[src/rtl/ysyx_23060061_branch_resolve_unit_if.sv]
// rtl/ysyx_23060061_branch_resolve_unit_if.sv - request/result handshake bundle for the branch resolve unit
interface ysyx_23060061_branch_resolve_unit_if #(
  parameter int XLEN = 32
);
  logic            in_valid;
  logic            in_ready;
  logic [2:0]      in_funct3;
  logic [XLEN-1:0] in_rs1;
  logic [XLEN-1:0] in_rs2;
  logic [XLEN-1:0] in_pc;
  logic [XLEN-1:0] in_imm;
  logic            in_pred_taken;
  logic [XLEN-1:0] in_pred_target;

  logic            out_valid;
  logic            out_ready;
  logic            out_taken;
  logic [XLEN-1:0] out_target;
  logic            out_mispredict;
  logic            out_illegal;

  // master issues branches and consumes results; slave is the resolve unit
  modport master (
    output in_valid, in_funct3, in_rs1, in_rs2, in_pc, in_imm,
           in_pred_taken, in_pred_target, out_ready,
    input  in_ready, out_valid, out_taken, out_target, out_mispredict, out_illegal
  );

  modport slave (
    input  in_valid, in_funct3, in_rs1, in_rs2, in_pc, in_imm,
           in_pred_taken, in_pred_target, out_ready,
    output in_ready, out_valid, out_taken, out_target, out_mispredict, out_illegal
  );
endinterface

[src/rtl/ysyx_23060061_branch_resolve_unit.sv]
// rtl/ysyx_23060061_branch_resolve_unit.sv - registered branch resolution with mispredict detect and perf counters
module ysyx_23060061_branch_resolve_unit #(
  parameter int XLEN  = 32,
  parameter int CNT_W = 32
) (
  input  logic                          clk,
  input  logic                          rst_n,
  input  logic                          flush,
  ysyx_23060061_branch_resolve_unit_if.slave bus,
  output logic [CNT_W-1:0]              cnt_branches,
  output logic [CNT_W-1:0]              cnt_mispredict
);

  logic            isEq;
  logic            isLt;
  logic            isLtu;
  logic            condTaken;
  logic            condIllegal;
  logic [XLEN-1:0] takenTarget;
  logic [XLEN-1:0] seqTarget;
  logic [XLEN-1:0] nextTarget;
  logic            condMispredict;
  logic            accept;
  logic            consume;

  assign isEq  = (bus.in_rs1 == bus.in_rs2);
  assign isLt  = ($signed(bus.in_rs1) < $signed(bus.in_rs2));
  assign isLtu = (bus.in_rs1 < bus.in_rs2);

  always_comb begin
    condTaken   = 1'b0;
    condIllegal = 1'b0;
    case (bus.in_funct3)
      3'b000:  condTaken = isEq;
      3'b001:  condTaken = !isEq;
      3'b100:  condTaken = isLt;
      3'b101:  condTaken = !isLt;
      3'b110:  condTaken = isLtu;
      3'b111:  condTaken = !isLtu;
      default: condIllegal = 1'b1;
    endcase
  end

  assign takenTarget = bus.in_pc + bus.in_imm;
  assign seqTarget   = bus.in_pc + {{(XLEN-3){1'b0}}, 3'd4};
  assign nextTarget  = condTaken ? takenTarget : seqTarget;

  // an illegal funct3 resolves not-taken, so it only redirects if predicted taken
  assign condMispredict = (condTaken != bus.in_pred_taken) ||
                          (condTaken && bus.in_pred_taken && (bus.in_pred_target != takenTarget));

  assign bus.in_ready = !bus.out_valid || bus.out_ready;
  assign accept       = bus.in_valid && bus.in_ready && !flush;
  assign consume      = bus.out_valid && bus.out_ready;

  always_ff @(posedge clk or negedge rst_n) begin
    if (!rst_n) begin
      bus.out_valid      <= 1'b0;
      bus.out_taken      <= 1'b0;
      bus.out_target     <= '0;
      bus.out_mispredict <= 1'b0;
      bus.out_illegal    <= 1'b0;
    end else if (accept) begin
      bus.out_valid      <= 1'b1;
      bus.out_taken      <= condTaken;
      bus.out_target     <= nextTarget;
      bus.out_mispredict <= condMispredict;
      bus.out_illegal    <= condIllegal;
    end else if (consume || flush) begin
      bus.out_valid      <= 1'b0;
    end
  end

  // a handshake coincident with flush still retires, so counting follows consume only
  always_ff @(posedge clk or negedge rst_n) begin
    if (!rst_n) begin
      cnt_branches   <= '0;
      cnt_mispredict <= '0;
    end else if (consume) begin
      if (cnt_branches != '1) begin
        cnt_branches <= cnt_branches + CNT_W'(1);
      end
      if (bus.out_mispredict && (cnt_mispredict != '1)) begin
        cnt_mispredict <= cnt_mispredict + CNT_W'(1);
      end
    end
  end

endmodule
[src/flat_wrapper.sv]
// flat-port wrapper written by rule: the top's interface ports become plain ports
module ysyx_23060061_branch_resolve_unit_flat 
#(
  parameter int XLEN  = 32,
  parameter int CNT_W = 32
)
  (clk, rst_n, flush, cnt_branches, cnt_mispredict, bus_in_valid, bus_in_funct3, bus_in_rs1, bus_in_rs2, bus_in_pc, bus_in_imm, bus_in_pred_taken, bus_in_pred_target, bus_out_ready, bus_in_ready, bus_out_valid, bus_out_taken, bus_out_target, bus_out_mispredict, bus_out_illegal);
  ysyx_23060061_branch_resolve_unit_if #(.XLEN(XLEN)) bus_i ();
  input  logic clk;
  input  logic rst_n;
  input  logic flush;
  output logic [CNT_W-1:0] cnt_branches;
  output logic [CNT_W-1:0] cnt_mispredict;
  input wire logic [$bits(bus_i.in_valid)-1:0] bus_in_valid;
  input wire logic [$bits(bus_i.in_funct3)-1:0] bus_in_funct3;
  input wire logic [$bits(bus_i.in_rs1)-1:0] bus_in_rs1;
  input wire logic [$bits(bus_i.in_rs2)-1:0] bus_in_rs2;
  input wire logic [$bits(bus_i.in_pc)-1:0] bus_in_pc;
  input wire logic [$bits(bus_i.in_imm)-1:0] bus_in_imm;
  input wire logic [$bits(bus_i.in_pred_taken)-1:0] bus_in_pred_taken;
  input wire logic [$bits(bus_i.in_pred_target)-1:0] bus_in_pred_target;
  input wire logic [$bits(bus_i.out_ready)-1:0] bus_out_ready;
  output wire logic [$bits(bus_i.in_ready)-1:0] bus_in_ready;
  output wire logic [$bits(bus_i.out_valid)-1:0] bus_out_valid;
  output wire logic [$bits(bus_i.out_taken)-1:0] bus_out_taken;
  output wire logic [$bits(bus_i.out_target)-1:0] bus_out_target;
  output wire logic [$bits(bus_i.out_mispredict)-1:0] bus_out_mispredict;
  output wire logic [$bits(bus_i.out_illegal)-1:0] bus_out_illegal;
  assign bus_i.in_valid = bus_in_valid;
  assign bus_i.in_funct3 = bus_in_funct3;
  assign bus_i.in_rs1 = bus_in_rs1;
  assign bus_i.in_rs2 = bus_in_rs2;
  assign bus_i.in_pc = bus_in_pc;
  assign bus_i.in_imm = bus_in_imm;
  assign bus_i.in_pred_taken = bus_in_pred_taken;
  assign bus_i.in_pred_target = bus_in_pred_target;
  assign bus_i.out_ready = bus_out_ready;
  assign bus_in_ready = bus_i.in_ready;
  assign bus_out_valid = bus_i.out_valid;
  assign bus_out_taken = bus_i.out_taken;
  assign bus_out_target = bus_i.out_target;
  assign bus_out_mispredict = bus_i.out_mispredict;
  assign bus_out_illegal = bus_i.out_illegal;
  ysyx_23060061_branch_resolve_unit #(.XLEN(XLEN), .CNT_W(CNT_W)) u_core (.clk(clk), .rst_n(rst_n), .flush(flush), .bus(bus_i), .cnt_branches(cnt_branches), .cnt_mispredict(cnt_mispredict));
endmodule
[config.mk]
export PLATFORM = sky130hd
export DESIGN_NAME = ysyx_23060061_branch_resolve_unit_flat
export DESIGN_NICKNAME = d
export VERILOG_FILES = /design/src/rtl/ysyx_23060061_branch_resolve_unit_if.sv /design/src/rtl/ysyx_23060061_branch_resolve_unit.sv /design/src/flat_wrapper.sv
export SDC_FILE = /design/constraint.sdc
export NUM_CORES = 1
export LEC_CHECK = 0
export CORE_MARGIN = 2
export CORE_UTILIZATION = 49
export DETAILED_ROUTE_END_ITERATION = 7
export DONT_BUFFER_PORTS = 1
export GPL_TIMING_DRIVEN = 1
export PLACE_DENSITY_LB_ADDON = 0.15
export SYNTH_ARGS = -nofsm -noshare
export SYNTH_HDL_FRONTEND = slang
export SYNTH_SLANG_ARGS = --single-unit
export TNS_END_PERCENT = 10
[constraint.sdc]
create_clock -name clk -period 3.3 [get_ports clk]
set_clock_uncertainty 0.1 [all_clocks]
set_input_delay 0.33 -clock clk [delete_from_list [all_inputs] [get_ports clk]]
set_output_delay 0.33 -clock clk [all_outputs]
set_load 0.05 [all_outputs]
==> run_results.csv, run 1 <==
group,metric,value,unit
status,run_status,"complete, no violations",
clock_tree,clock_path_buffers,2,
route,overall_via_count_from_detail_route,7378,
route,postRouteWirelength,24000,microns
clock_tree,clk_pin_slew,0.06,ns
synth,synth_largest_type_area_fraction,0.293,
synth,synth.area.top_cells,"sky130_fd_sc_hd__dfrtp_1 (29%), sky130_fd_sc_hd__ha_1 (9.7%), sky130_fd_sc_hd__xnor2_1 (9.5%)",
synth,syn_area,0.00854,sq mm
synth,synth-xor-area-share,0.159,
die,pin_count,270,
setup_path,critical_path.endpoint_type,"register",
synth,synth_sequential_area_ratio,0.293,
die,initial_utilization,0.497,
finish,drive_gt1_frac,0.140,
synth,synth.yosys.warnings,0,
place,dp_hpwl,19800,microns
synth,ys_async_sr_fraction,1.00,
worst_hold_path,hold_depth,2,
global_route,wire_length_of_the_first_global_routing_pass,37000,microns
route,routed_via_density,5.72,
clock_tree,postCtsResizedCells,0,
place,placedInstanceArea,0.00928,sq mm
synth,yosys_most_used_dff,"sky130_fd_sc_hd__dfrtp_1",
synth,post_synth_num_cell_types,82,
setup_path,slowest_delay,0.42,ns
setup_path,critical_path_required,3.42,ns
synth,post-synth-top-area-cell,"sky130_fd_sc_hd__dfrtp_1",
finish,area_growth,12.8,%
sta,setup_viol_count_final,0,
place,port_buffers,0,
synth,synthesis.instances,996,
worst_hold_path,worstHoldPathType,"input pin to register",
global_route,antenna_found_initial,0,
sta,final.hold.worst_slack,0.0357,ns
die,core_area,0.0172,sq mm
route,post_drt_wl_per_cell,18.6,microns
global_route,overflow,0,
place,placed_cells,1270,
power,power_per_cell_area,453,mW/mm^2
setup_path,critical_path.max_fanout,2,
synth,synth_top_family_by_area,"simple AND/OR/NAND/NOR gates",
clock_tree,tritoncts,"done",
sta,timing.fmax,325,MHz
route,drt_pass1_iterations,5,
sta,post-route-period-util,0.931,
global_route,aggregate_global_route_resource_usage,0.253,
die,placement_rows,48,
clock_tree,clockRootBuffer,"sky130_fd_sc_hd__clkbuf_16",
die,die_area,0.0185,sq mm
synth,ys_seq_elements,100,
global_route,grt_pass1_vias,6980,
setup_path,critical_path.cell_chain,"ha_1, fa_1, xnor2_1, xnor2_1, a31o_2, nor4_1, nand4_1, a2111oi_0, nand4_1, nor4_1, and4_1, nor2_1",
synth,synth_simple_gate_area_share,0.227,
place,weighted_congestion_reported_at_the_end_of_routability_driven_placement,0.904,
power,peak_vdd_ir,0.317,mV
sta,rsz0062_at_grt,"no",
clock_tree,htree_num_levels,3,
setup_path,crit_slowest_cell,"sky130_fd_sc_hd__fa_1",
flow_run,drv_cap,0,
setup_path,crit_type,"input pin to register",
finish,post_layout_nonfiller_instances,1290,
finish,antenna_diode_instance_count,0,
sta,drv_slew,0,
sta,final-hold-violation-count,0,
synth,synth_enable_flop_cells,0,
die,chipWidth,136,microns
global_route,grt_start_max_net_pins,101,
clock_tree,insertion_delay,0.34,ns
synth,syn-num-nets,1232,
synth,area_share_of_fa_ha_maj_cells_after_synthesis,0.0990,
setup_path,worst_setup_path_start_kind,"input pin",
synth,syn_area_per_cell,8.58,sq um
clock_tree,numClockSinks,100,
route,drt_first_iter_violations,371,
route,ant_nets,0,
clock_tree,numCtsBuffers,9,
power,cell_leakage_power,4.40,nW
setup_path,ff2ff_path_depth,10,
finish,finish.net_count,1296,
sta,final_period_minus_worst_setup_slack,3.07,ns
route,detail_route.drc_violations,0,
sta,max-slew-margin-rel,0.506,
finish,fin_area,0.00964,sq mm
die,die_height,136,microns
synth,complex_gate_fraction_of_the_synthesized_area,0.163,
synth,post_synth_mux_area_share,0.0135,
sta,timing_worst_slew_pin_value,0.723,ns
setup_path,worst_ep_arrival_time,3.20,ns
-- kinds of logic (layout without fill, tap and decap cells) --
kind of cell,Yosys count,in the layout
xor gates and xnor gates,147,147
AOI/OAI and AO/OA,206,206
buffers and inverters,82,151
DFF,100,100
muxes,11,11
and+or+nand+nor,383,383
adders and majority gates,67,67
-- what timing repair did --
| item | CTS | global route |
|---|---|---|
| setup endpoints to repair | 0 | 0 |
| endpoints found under the hold margin | 102 | 0 |
| hold buffers | 4 | 0 |
| setup buffers | 0 | 0 |
-- state kept, by name, indices dropped and copies added, names as in the netlist --
name,count
u_core.cnt_mispredict,32
u_core.cnt_branches,32
u_core.bus.out_taken,1
u_core.bus.out_target,32
u_core.bus.out_mispredict,1
u_core.bus.out_illegal,1
u_core.bus.out_valid,1
-- final timing paths --
check	from	endpoint	slack, ns
max in group asynchronous	rst_n	u_core.cnt_mispredict[7]	2.23
min in group asynchronous	rst_n	u_core.cnt_branches[16]	0.47
max	bus_in_imm[0]	u_core.bus.out_mispredict	0.23
min	bus_in_valid	u_core.bus.out_valid	0.04
min reg2reg	u_core.cnt_mispredict[1]	u_core.cnt_mispredict[1]	0.52
max reg2reg	u_core.bus.out_valid	u_core.bus.out_mispredict	0.35
-- placed cells by master (no fill, tap or decap), drive strengths merged, types with 10 or more instances in the layout --
cell	synthesis	routed
a21oi	64	64
xnor2	93	93
o21ai	61	61
and4	14	14
nor2	73	73
inv	43	43
nor2b	10	10
dfrtp	100	100
nand3	48	48
nand4	42	42
and3	20	20
clkbuf	12	10
nand2	123	123
xor2	49	49
a21o	14	14
ha	66	66
buf	27	89
-- metal layers --
metal / vias to the layer above / wire (microns) / GRT usage
li1: 3670 / - / -
met3: 34 / 2370 / 0.0802
met4: 0 / 465 / 0.0775
met1: 3401 / 10500 / 0.339
met2: 273 / 10700 / 0.390
met5: - / 0 / 0
-- final cells by class --
type / instances / area, sq um
Multi-Input combinational cell: 814 / 5650
Inverter: 43 / 161
Fill cell: 1616 / 7540
Timing Repair Buffer: 92 / 743
Tap cell: 225 / 282
Clock inverter: 6 / 63.8
Sequential cell: 100 / 2500
Clock buffer: 10 / 239
-- Yosys cell counts (4+ instances only) --
cell type / instances
sky130_fd_sc_hd__a2111oi_0: 5
sky130_fd_sc_hd__a211o_1: 5
sky130_fd_sc_hd__a21o_1: 14
sky130_fd_sc_hd__a21oi_1: 60
sky130_fd_sc_hd__and2_1: 7
sky130_fd_sc_hd__and3_1: 20
sky130_fd_sc_hd__and4_1: 13
sky130_fd_sc_hd__buf_2: 16
sky130_fd_sc_hd__buf_4: 5
sky130_fd_sc_hd__buf_6: 6
sky130_fd_sc_hd__clkbuf_1: 12
sky130_fd_sc_hd__dfrtp_1: 100
sky130_fd_sc_hd__ha_1: 66
sky130_fd_sc_hd__inv_1: 43
sky130_fd_sc_hd__mux2_2: 4
sky130_fd_sc_hd__mux2i_1: 7
sky130_fd_sc_hd__nand2_1: 122
sky130_fd_sc_hd__nand2b_1: 8
sky130_fd_sc_hd__nand3_1: 47
sky130_fd_sc_hd__nand4_1: 42
sky130_fd_sc_hd__nor2_1: 72
sky130_fd_sc_hd__nor2b_1: 8
sky130_fd_sc_hd__nor3_1: 8
sky130_fd_sc_hd__o211ai_1: 6
sky130_fd_sc_hd__o21a_1: 5
sky130_fd_sc_hd__o21ai_0: 40
sky130_fd_sc_hd__o21ai_1: 19
sky130_fd_sc_hd__or2_2: 8
sky130_fd_sc_hd__or3_1: 6
sky130_fd_sc_hd__xnor2_1: 93
sky130_fd_sc_hd__xnor3_1: 4
sky130_fd_sc_hd__xor2_1: 49
-- through the flow --
step	util	total power [mW]	TNS, ns	setup WS (ns)
floorplan	-	2.87	0	0.380
global placement	0.540	3.28	-0.0843	-0.0843
detailed placement	0.540	3.30	-0.154	-0.154
CTS	0.561	4.39	0	0.206
global route	0.561	4.62	0	0.0666
finish	0.561	4.37	0	0.228
-- where the power goes --
group / total, mW / switching [mW] / internal (mW)
clock: 1.06 / 0.453 / 0.607
combinational: 1.48 / 0.902 / 0.581
sequential: 1.83 / 0.463 / 1.36
total: 4.37 / 1.82 / 2.55
-- critical path, delay by kind of cell --
family	cells	cell delay, ns
AND/OR/NAND/NOR	6	1.25
adder cells (fa/ha/maj)	2	0.64
AO/OA/AOI/OAI	2	0.62
XOR/XNOR	2	0.35
Note: power is estimated with default switching activity, not from simulation.
==> inputs of run 2 (changes only) <==
--- a/config.mk
+++ b/config.mk
@@ -7,6 +7,8 @@
 export LEC_CHECK = 0
 export CORE_MARGIN = 2
 export CORE_UTILIZATION = 49
+export CTS_BUF_LIST = sky130_fd_sc_hd__clkbuf_4
+export CTS_CLUSTER_SIZE = 28
 export DETAILED_ROUTE_END_ITERATION = 7
 export DONT_BUFFER_PORTS = 1
 export GPL_TIMING_DRIVEN = 1
==> run 2 against run 1 <==
Net effect: critical path depth shrank 2; routed wire length rose by 0.24%; cell area shrank 1.1%; global-route usage hardly changed; largest power group unchanged.
==> run_results.csv, run 2 (same netlist as run 1, synthesis figures left out) <==
group,metric,value,unit
die,placement_rows,48,
global_route,overflow,0,
place,port_buffers,0,
route,post_drt_wl_per_cell,18.6,microns
setup_path,crit_buf_inv,0,
die,die_area,0.0185,sq mm
die,core_area,0.0172,sq mm
sta,max-slew-margin-rel,0.514,
route,drt_first_iter_violations,363,
setup_path,worst_ep_arrival_time,3.23,ns
setup_path,path_common_cell,"sky130_fd_sc_hd__nand4_1",
global_route,grt_pass1_vias,7024,
route,routed_via_density,5.75,
power,report.power.total,3.95,mW
sta,final_period_minus_worst_setup_slack,2.98,ns
clock_tree,tritoncts,"done",
die,die_height,136,microns
route,overall_via_count_from_detail_route,7452,
power,p_seq_frac,0.462,
clock_tree,numClockSinks,100,
sta,timing.fmax,335,MHz
clock_tree,numCtsBuffers,9,
place,weighted_congestion_reported_at_the_end_of_routability_driven_placement,0.904,
sta,setup_tns,0,ns
sta,timing_worst_slew_pin_value,0.711,ns
die,chipWidth,136,microns
global_route,aggregate_global_route_resource_usage,0.253,
sta,setup_viol_count_final,0,
die,initial_utilization,0.497,
power,power_per_cell_area,415,mW/mm^2
route,detail_route.drc_violations,0,
sta,final-hold-violation-count,0,
setup_path,critical_path.cell_chain,"nor2b_1, nor3b_2, nand4_1, nor4_1, nand4_1, a2111oi_0, nand4_1, nor4_1, and4_1, nor2_1",
power,cell_leakage_power,4.35,nW
power,peak_vdd_ir,0.227,mV
clock_tree,clock_path_buffers,2,
status,run_status,"complete, no violations",
route,postRouteWirelength,24100,microns
clock_tree,htree_num_levels,3,
sta,rsz0062_at_grt,"no",
power,power_frac_clock,0.161,
global_route,wire_length_of_the_first_global_routing_pass,37100,microns
place,dp_hpwl,19800,microns
setup_path,crit_type,"register to register",
setup_path,critical_path_required,3.55,ns
power,p_comb_frac,0.377,
finish,finish.net_count,1302,
clock_tree,insertion_delay,0.46,ns
sta,post-route-period-util,0.904,
clock_tree,clk_pin_slew,0.15,ns
global_route,grt_start_max_net_pins,101,
finish,layout_commonest_cell,"sky130_fd_sc_hd__nand2_1",
finish,mostFrequentLayoutCells,"sky130_fd_sc_hd__nand2_1 (122), sky130_fd_sc_hd__dfrtp_1 (100), sky130_fd_sc_hd__xnor2_1 (93), sky130_fd_sc_hd__buf_4 (86), sky130_fd_sc_hd__nor2_1 (72)",
global_route,antenna_found_initial,1,
setup_path,worst_setup_path_start_kind,"register",
setup_path,critical_path.max_fanout,3,
sta,drv_slew,0,
finish,area_growth,11.6,%
clock_tree,postCtsResizedCells,0,
setup_path,cp_top_family,"simple AND/OR/NAND/NOR gates",
power,switchingPower,1.78,mW
route,ant_nets,0,
setup_path,critical_path.endpoint_type,"register",
power,swShare,0.449,
setup_path,slowest_delay,0.43,ns
clock_tree,clockRootBuffer,"sky130_fd_sc_hd__clkbuf_4",
setup_path,crit_slowest_cell,"sky130_fd_sc_hd__a2111oi_0",
worst_hold_path,worstHoldPathType,"input pin to register",
finish,num-fill-cells,1639,
finish,drive_gt1_frac,0.138,
flow_run,drv_cap,0,
finish,largestRegisters,"u_core.bus.out_target: 32 flops, u_core.cnt_branches: 32 flops, u_core.cnt_mispredict: 32 flops",
die,pin_count,270,
power,cellInternalPower,2.18,mW
route,drt_pass1_iterations,6,
[run 2: cell count changes in the layout (fill, tap and decap cells not counted)]
| cell | before | now |
|---|---|---|
| sky130_fd_sc_hd__clkbuf_16 | 9 | 0 |
| sky130_fd_sc_hd__clkbuf_4 | 0 | 9 |
| sky130_fd_sc_hd__dlygate4sd3_1 | 3 | 9 |
| sky130_fd_sc_hd__clkbuf_8 | 1 | 0 |
| sky130_fd_sc_hd__clkinv_1 | 0 | 1 |
| sky130_fd_sc_hd__diode_2 | 0 | 1 |
[run 2: path summary, 6_finish.rpt]
check                                              start                        end  slack (ns)  depth (start not counted)
worst max register to register      u_core.bus.out_valid  u_core.bus.out_mispredict        0.32                         10
worst min-delay path                       bus_in_pc[29]  u_core.bus.out_target[29]        0.07                          3
worst max-delay path                u_core.bus.out_valid  u_core.bus.out_mispredict        0.32                         10
worst min register to register  u_core.cnt_mispredict[1]   u_core.cnt_mispredict[1]        0.54                          2
min in group asynchronous                          rst_n    u_core.cnt_branches[16]        0.33                          2
max in group asynchronous                          rst_n  u_core.bus.out_target[10]        2.36                          2
[run 2: tightest hold or removal path: cells and delay by family]
family | cells | cell delay, ns
mux | 1 | 0.15
xor+xnor | 1 | 0.04
compound gates | 1 | 0.07
[run 2: stage by stage]
step | worst slack (ns) | utilization | cells | hold WS, ns | cell area [sq um]
2_1_floorplan | 0.380 | - | 996 | -0.0656 | 8540
3_3_place_gp | -0.0843 | 0.540 | 1270 | -0.0637 | 9280
3_5_place_dp | -0.154 | 0.540 | 1270 | -0.0636 | 9280
4_1_cts | 0.286 | 0.555 | 1296 | 0.0525 | 9530
5_1_grt | 0.148 | 0.555 | 1297 | 0.0558 | 9540
6_report | 0.317 | 0.555 | 1297 | 0.0668 | 9540
[run 2: cell type report]
class | count | area [sq um] | area share
Multi-Input combinational cell | 814 | 5650 | 0.592
Sequential cell | 100 | 2500 | 0.262
Timing Repair Buffer | 98 | 803 | 0.0842
Tap cell | 225 | 282 | 0.0295
Inverter | 43 | 161 | 0.0169
Clock buffer | 9 | 67.6 | 0.00709
Clock inverter | 7 | 67.6 | 0.00709
Antenna cell | 1 | 2.50 | 0.000262
[run 2: timing repair]
action                    in CTS  in global routing
setup buffers                  0                  0
hold endpoints to repair     106                  0
hold buffers                  10                  0
[run 2: per-layer routing]
metal | vias up | GRT usage | share of wire
li1 | 3682 | - | -
met1 | 3436 | 0.342 | 0.44
met2 | 293 | 0.388 | 0.44
met3 | 41 | 0.0757 | 0.098
met4 | 0 | 0.0828 | 0.024
met5 | - | 0 | 0
[run 2: power groups by stage]
stage	clock network [mW]	registers, mW	logic, mW
3_3_place_gp	0	1.85	1.43
3_5_place_dp	0	1.85	1.44
6_report	0.638	1.83	1.49
4_1_cts	0.653	1.83	1.49
2_1_floorplan	0	2.02	0.853
5_1_grt	0.716	1.85	1.64
